File: src/rtl/dcache_controller.sv
// dcache_controller
// Sequences a 2-way set-associative, write-back / write-allocate data cache SRAM
// between the MEM stage and a line-wide main-memory port. Hits complete with no
// extra latency; a miss stalls the CPU while an optional dirty-victim write-back
// and a line refill run over a req/ack memory handshake. Victim (LRU) selection
// lives in the SRAM; this block only drives index/tag/data/enable/write.
//
// Ports
//   clk_i, rst_i          clock, asynchronous active-high reset
//   cpu_addr_i/data_i     load/store byte address and store data
//   cpu_MemRead_i/Write_i load / store request (both high = store)
//   cpu_data_o            load data (hit word, else 0)
//   cpu_stall_o           stall pipeline until the access hits in IDLE
//   mem_data_i, mem_ack_i refill line, 1-cycle transaction-done pulse
//   mem_enable_o/write_o  registered memory request, 1 = write-back
//   mem_addr_o/data_o     registered line address / write-back line
//   sram_index_o/tag_o    set index, {valid, dirty, tag} to write
//   sram_data_o           line to write
//   sram_enable_o/write_o SRAM access / write strobe
//   sram_tag_i/data_i     hit-way tag/line on hit, LRU victim on miss
//   sram_hit_i            lookup hit
module dcache_controller #(
  parameter int unsigned ADDR_W = 32,
  parameter int unsigned IDX_W  = 4,
  parameter int unsigned OFS_W  = 5,
  parameter int unsigned TAG_W  = 23
) (
  input  logic                     clk_i,
  input  logic                     rst_i,
  input  logic [ADDR_W-1:0]        cpu_addr_i,
  input  logic [31:0]              cpu_data_i,
  input  logic                     cpu_MemRead_i,
  input  logic                     cpu_MemWrite_i,
  output logic [31:0]              cpu_data_o,
  output logic                     cpu_stall_o,
  input  logic [(8<<OFS_W)-1:0]    mem_data_i,
  input  logic                     mem_ack_i,
  output logic                     mem_enable_o,
  output logic                     mem_write_o,
  output logic [ADDR_W-1:0]        mem_addr_o,
  output logic [(8<<OFS_W)-1:0]    mem_data_o,
  output logic [IDX_W-1:0]         sram_index_o,
  output logic [TAG_W+1:0]         sram_tag_o,
  output logic [(8<<OFS_W)-1:0]    sram_data_o,
  output logic                     sram_enable_o,
  output logic                     sram_write_o,
  input  logic [TAG_W+1:0]         sram_tag_i,
  input  logic [(8<<OFS_W)-1:0]    sram_data_i,
  input  logic                     sram_hit_i
);

  localparam int unsigned LINE_W = 8 << OFS_W;
  localparam int unsigned WSEL_W = OFS_W - 2;

  typedef enum logic [2:0] {
    StIdle,
    StMiss,
    StWriteback,
    StRefill,
    StRefillOk
  } state_e;

  state_e              state_q;
  logic                mem_enable_q;
  logic                mem_write_q;
  logic [ADDR_W-1:0]   mem_addr_q;
  logic [LINE_W-1:0]   mem_data_q;

  logic [TAG_W-1:0]    tag;
  logic [IDX_W-1:0]    index;
  logic [WSEL_W-1:0]   word;
  logic [WSEL_W+4:0]   bit_ofs;
  logic                req;
  logic                wr;
  logic                victim_dirty;
  logic [ADDR_W-1:0]   line_addr;
  logic [ADDR_W-1:0]   victim_addr;
  logic [LINE_W-1:0]   merged_line;
  logic                unused_byte_ofs;

  assign tag          = cpu_addr_i[ADDR_W-1 -: TAG_W];
  assign index        = cpu_addr_i[OFS_W +: IDX_W];
  assign word         = cpu_addr_i[2 +: WSEL_W];
  assign bit_ofs      = {word, 5'b00000};
  assign req          = cpu_MemRead_i | cpu_MemWrite_i;
  // A simultaneous read+write request is handled as a store.
  assign wr           = cpu_MemWrite_i;
  assign victim_dirty = sram_tag_i[TAG_W+1] & sram_tag_i[TAG_W];
  assign line_addr    = {tag, index, {OFS_W{1'b0}}};
  assign victim_addr  = {sram_tag_i[TAG_W-1:0], index, {OFS_W{1'b0}}};
  assign unused_byte_ofs = ^cpu_addr_i[1:0];

  assign sram_index_o  = index;
  assign sram_enable_o = req;
  assign cpu_stall_o   = req & ~(sram_hit_i & (state_q == StIdle));
  assign cpu_data_o    = sram_hit_i ? sram_data_i[bit_ofs +: 32] : 32'h0;

  assign mem_enable_o = mem_enable_q;
  assign mem_write_o  = mem_write_q;
  assign mem_addr_o   = mem_addr_q;
  assign mem_data_o   = mem_data_q;

  // SRAM write path: store hit merges one word and marks the line dirty; the
  // refill ack cycle installs the fresh line clean. A pending store then
  // completes as an ordinary write hit once the FSM is back in IDLE.
  always_comb begin
    merged_line = sram_data_i;
    merged_line[bit_ofs +: 32] = cpu_data_i;
    sram_write_o = 1'b0;
    sram_data_o  = sram_data_i;
    sram_tag_o   = {1'b1, 1'b0, tag};
    if ((state_q == StIdle) && wr && sram_hit_i) begin
      sram_write_o = 1'b1;
      sram_data_o  = merged_line;
      sram_tag_o   = {1'b1, 1'b1, tag};
    end else if ((state_q == StRefill) && mem_ack_i) begin
      sram_write_o = 1'b1;
      sram_data_o  = mem_data_i;
      sram_tag_o   = {1'b1, 1'b0, tag};
    end
  end

  // Miss sequencer with registered memory-port outputs; mem_ack_i only steers
  // next-state, so there is no combinational ack->mem_* path.
  always_ff @(posedge clk_i or posedge rst_i) begin
    if (rst_i) begin
      state_q      <= StIdle;
      mem_enable_q <= 1'b0;
      mem_write_q  <= 1'b0;
      mem_addr_q   <= '0;
      mem_data_q   <= '0;
    end else begin
      unique case (state_q)
        StIdle: begin
          if (req && !sram_hit_i) state_q <= StMiss;
        end
        StMiss: begin
          mem_enable_q <= 1'b1;
          if (victim_dirty) begin
            // Capture the victim now; the SRAM keeps presenting it only while
            // the set is untouched, and the memory side needs it held stable.
            mem_write_q <= 1'b1;
            mem_addr_q  <= victim_addr;
            mem_data_q  <= sram_data_i;
            state_q     <= StWriteback;
          end else begin
            mem_write_q <= 1'b0;
            mem_addr_q  <= line_addr;
            state_q     <= StRefill;
          end
        end
        StWriteback: begin
          if (mem_ack_i) begin
            mem_write_q <= 1'b0;
            mem_addr_q  <= line_addr;
            state_q     <= StRefill;
          end
        end
        StRefill: begin
          if (mem_ack_i) begin
            mem_enable_q <= 1'b0;
            state_q      <= StRefillOk;
          end
        end
        StRefillOk: begin
          state_q <= StIdle;
        end
        default: begin
          state_q <= StIdle;
        end
      endcase
    end
  end

endmodule

File: config.mk
export PLATFORM = sky130hd
export DESIGN_NAME = dcache_controller
export DESIGN_NICKNAME = d
export VERILOG_FILES = /design/src/rtl/dcache_controller.sv
export SDC_FILE = /design/constraint.sdc
export NUM_CORES = 1
export LEC_CHECK = 0
export BUFFER_PORTS_ARGS = -buffer_cell sky130_fd_sc_hd__buf_2
export CAP_MARGIN = 20
export CELL_PAD_IN_SITES_DETAIL_PLACEMENT = 1
export CELL_PAD_IN_SITES_GLOBAL_PLACEMENT = 1
export CORE_AREA = 2 2 480 482
export CTS_BUF_LIST = sky130_fd_sc_hd__clkbuf_4 sky130_fd_sc_hd__clkbuf_8
export DETAILED_ROUTE_END_ITERATION = 12
export DIE_AREA = 0 0 482 484
export GPL_ROUTABILITY_DRIVEN = 0
export PLACE_DENSITY = 0.33
export SYNTH_ARGS = -nofsm -noshare
export SYNTH_HDL_FRONTEND = slang
export SYNTH_SLANG_ARGS = --single-unit
File: constraint.sdc
create_clock -name clk_i -period 8.55 [get_ports clk_i]
set_input_delay 0.855 -clock clk_i [delete_from_list [all_inputs] [get_ports clk_i]]
set_output_delay 0.855 -clock clk_i [all_outputs]
set_load 0.02 [all_outputs]
; ---- Yosys cells after proc, flatten, opt, wreduce, memory -nomap -nowiden
; Index checks and enable logic that the tools add are counted.
[word_totals]
regBits = 293
inputBits = 607
elab_cells = 51
[classes]
addsub = 1
eq_ne = 6
n_shift = 3
n_mux = 19
n_bitwise = 5
n_reduce_logical = 12
[ops]
columns = operator, n
row1 = 256-bit two-way mux, 2
row2 = 256-bit bitwise mux, 1
row3 = "32-bit by 10-bit variable shift with 256-bit output, first input constant", 1
row4 = 256-bit by 9-bit indexed part select with 32-bit output, 1
row5 = 32-bit by 10-bit indexed part select with 256-bit output, 1
row6 = 32-bit two-way mux, 3
row7 = 32-bit one-hot mux with 2 select lines, 1
row8 = 24-bit two-way mux, 1
row9 = 3-bit one-hot mux with 4 select lines, 1
row10 = 8-bit negation with 10-bit output, 1
row11 = 3-bit two-way mux, 3
row12 = "3-bit by 2-bit equality test with 1-bit output, second input constant", 2
row13 = 2-bit AND reduction, 3
row14 = 1-bit two-way mux, 5
row15 = 1-bit logical AND, 4
row16 = "2-bit != test, second input constant", 2
row17 = 1-bit one-hot mux with 2 select lines, 2
row18 = 2-bit nonzero test, 2
row19 = 1-bit bitwise AND, 3
row20 = "3-bit by 1-bit equality test with 1-bit output, second input constant", 1
row21 = 3-bit zero test, 1
row22 = 3-bit AND reduction, 1
row23 = "2-bit by 1-bit != test with 1-bit output, second input constant", 1
row24 = 1-bit zero test, 1
row25 = other kinds (2), 2

; ---- Logic depth before layout (Yosys ltp)
[logic_depth]
depth_word = 4
ltp_mapped = 13

; ---- Least setup slack after synthesis
; Ideal clock, no wire load.
[synth_path]
path_type = input port to output port
from = input port cpu_addr_i[3]
to = output port sram_data_o[2]
t_arrival_ps = 3909
required_ps = 7695
slack_ps = 3786
path_stages = 13
n_path_buf = 6
path_cell_list = clkbuf_1 clkbuf_1 buf_1 inv_1 ha_1 ha_1 clkbuf_1 or4b_1 or4_1 buf_2 buf_6 o22ai_1 a21oi_1
[synth_between]
elab_chain_len = 4
word_cells_on_any_way = 5
classes_between = add/sub: 1 / shift: 2 / mux: 2
[synth_lines]
columns = element, line_no
row1 = start: declaration, 30  ; input logic [ADDR_W-1:0] cpu_addr_i,
row2 = 8-bit negation with 10-bit output (*), 108  ; merged_line[bit_ofs +: 32] = cpu_data_i;
row3 = 32-bit by 10-bit indexed part select with 256-bit output or 32-bit by 10-bit variable shift with 256-bit output (tied branches), 108
row4 = 256-bit bitwise mux (*), 108
row5 = 256-bit two-way mux (*), 112  ; if ((state_q == StIdle) && wr && sram_hit_i) begin
row6 = end: declaration, 44  ; output logic [(8<<OFS_W)-1:0] sram_data_o,
; Mark *: on every way between the ends. The rest lies on a longest branch, timed or not.

; ---- Worst setup path in the final report
[layout_path]
from = input port cpu_addr_i[4]
to = output port sram_data_o[128]
; Same word-level chain as after synthesis.

==> results.md <==
* Synth top area share at 38.3%
* Die H at 484 µm
* Initial DRC count at 1494
* Flops & latches, synth at 288
* Via Count at 23700
* Detailed placement HPWL at 178000 µm
* Peak VDD IR at 0.124 mV
* Hold Violations, Final at 0
* All-Layer GR Usage at 18.6%
* Sequential fraction of the synthesis area at 38.3%
* Initial antenna violation count at 113
* Clock root cell: clkbuf_8
* DRC violations left at 0
* PD cells at 357 nW/µm²
* Row cnt at 176
* WL/cell at 34.4 µm
* Synth Flop Type: dfrtp_1
* Area delta synth->final at 59.5%
* Final setup margin at 2.29 ns
* Final Cycle Share at 73.3%
* Skew final at 0.0409 ns
* Post-synth EDFFs at 0
* Top-count cell post-synth: nand2_1
* CP Class: input pin to output port
* Synth area leader: dfrtp_1
* Slew headroom at 33.2%
* RSZ-0062 raised after global routing: false
* Crit path launch type: input pin
* Die area at 233000 µm²
* Clk_lat worst skew at 0.82 ns
* Buffers on Ports at 1208
* Status: finished, final reports clean
* Distinct cell type count after synthesis at 44
* Final net count at 3998
* Initial core utilization at 8.22%
* H-tree Lvls at 3
* Post-Route WL at 224000 µm
* Setup crit end kind: output port
* Slew Viols, Final at 0
* Design Power at 10700 µW
* Mapped Area at 18800 µm²
* Avg Synthesized Cell Area at 8.30 µm²
* Share of cells above drive strength 1 at 48.5%
* Min Clock Period, post-route at 6.26 ns
* FFs w/ async S/R, synth at 100%
* Core Footprint at 229000 µm²
* Pin count of the biggest net entering global routing at 164
* I/O pin total at 1217
* Commonest cells in the netlist: 771 x nand2_1, 288 x dfrtp_1, 159 x nor2_1
* Maximum capacitance violations at 0
* Worst hold path class: input pin to asynchronous set/reset pin
* Worst-margin pin slew at 1.00 ns
* Via density per instance at 3.64
* Place WS at 2.09 ns
* # hold bufs at CTS at 0
* Fin area at 30000 µm²
* Req. time, crit path at 7.70 ns
* Synth top area cells: dfrtp_1 38%, nand2_1 15%, mux4_2 7.7%, a221oi_2 6.4%, o221a_2 5.8%
* Ys Warns at 0
* F_max at 160 MHz
* Antenna Nets Post-Route at 0
* Leak pwr at 0.0142 µW
* Setup bufs post-CTS at 0
* Final cell count without fillers at 6516
* Synthesized instance count at 2266
* Die width at 482 µm
* CTS resizes at 0
* Worst-path clk slew at 0.06 ns
* CTS tree: built
* Post-placement cell count at 6333
* Final Setup Violations at 0
* Drt first pass iters at 5
* Crit path DAT at 5.41 ns
* Clock sinks at 288
* Setup tns final at 0 ns
* Grt ovf at 0
* CTS max path bufs at 3
* Placed Instance Area at 28200 µm²
* Largest fanout on the critical path at 26
* Total CTS buffers at 76
* Vias in the first global route at 25000
* First-pass GRT wire length at 281000 µm
-- routing by layer --
metal	share of wire [%]	up-vias	GRT usage, %
li1	-	10100	-
met1	42	12000	22.6
met2	46	1331	30.4
met3	9.0	290	6.45
met4	2.9	40	5.65
met5	0.11	-	0
-- layout make-up --
class | count | area (µm²)
fill | 27600 | 199000
clock inverter | 13 | 123
inverter | 138 | 523
tap | 3026 | 3790
timing repair buffer | 1264 | 6540
antenna | 53 | 133
clock buffer | 117 | 1490
multi-input combinational | 1617 | 10200
sequential | 288 | 7210
-- stage by stage --
stage                     hold WS [ns]  util [%]
after global routing             0.183      13.1
after floorplan                  0.547         -
after global placement           0.456      12.4
final                            0.261      13.1
after detailed placement         0.459      12.4
after CTS                        0.138      13.1
-- registers in the layout (all words and copies together), names as in the netlist --
name,flops
state_q,3
mem_addr_o,27
mem_enable_o,1
mem_write_o,1
mem_data_o,256
-- worst max-delay path: stages --
cell	delay, ns
buf_4	0.50
clkinv_2	0.69
ha_1	0.87
or4b_1	0.51
or4_4	0.66
buf_4	0.43
o22ai_1	0.40
nor2_1	0.15
buf_2	0.22
-- path summary, 6_finish.rpt --
path	from	end	slack, ns	cells after the start
setup / recovery	cpu_addr_i[4]	sram_data_o[128]	2.29	9
hold reg to reg	mem_data_o[146]	mem_data_o[146]	0.47	2
min in group clk_i	sram_data_i[236]	mem_data_o[236]	0.28	3
setup reg to reg	state_q[2]	mem_data_o[118]	5.83	5
hold / removal	rst_i	mem_addr_o[23]	0.26	3
max in group asynchronous	rst_i	mem_data_o[165]	6.70	4
-- cells by family after synthesis --
logic type	share of synthesized area (%)
fa+ha+maj	0.399
compound gates	22.8
mux	9.13
other cells	0.0400
simple gates	20.8
buf+inv	8.47
flops	38.3
-- power by group --
group	internal, µW	leakage, µW	total [µW]	switching (µW)
clock	1130	0.000851	2060	925
combinational	1660	0.00979	6220	4550
sequential	2060	0.00356	2440	378
total	4850	0.0142	10700	5860
-- placed cells by master (no fill, tap or decap), types with 23 or more instances in the layout --
cell type / Yosys / layout
a21boi_0: 32 / 32
a21oi_1: 89 / 88
a221oi_2: 80 / 80
buf_2: 40 / 1204
buf_4: 34 / 54
clkbuf_8: 0 / 97
dfrtp_1: 288 / 288
diode_2: 0 / 53
inv_1: 137 / 135
mux2i_1: 23 / 23
mux4_2: 64 / 64
nand2_1: 771 / 771
nor2_1: 159 / 158
nor2b_1: 34 / 32
o21ai_0: 111 / 111
o221a_2: 96 / 96
o22ai_1: 64 / 64
No activity file was read; power rests on OpenSTA's default activity.
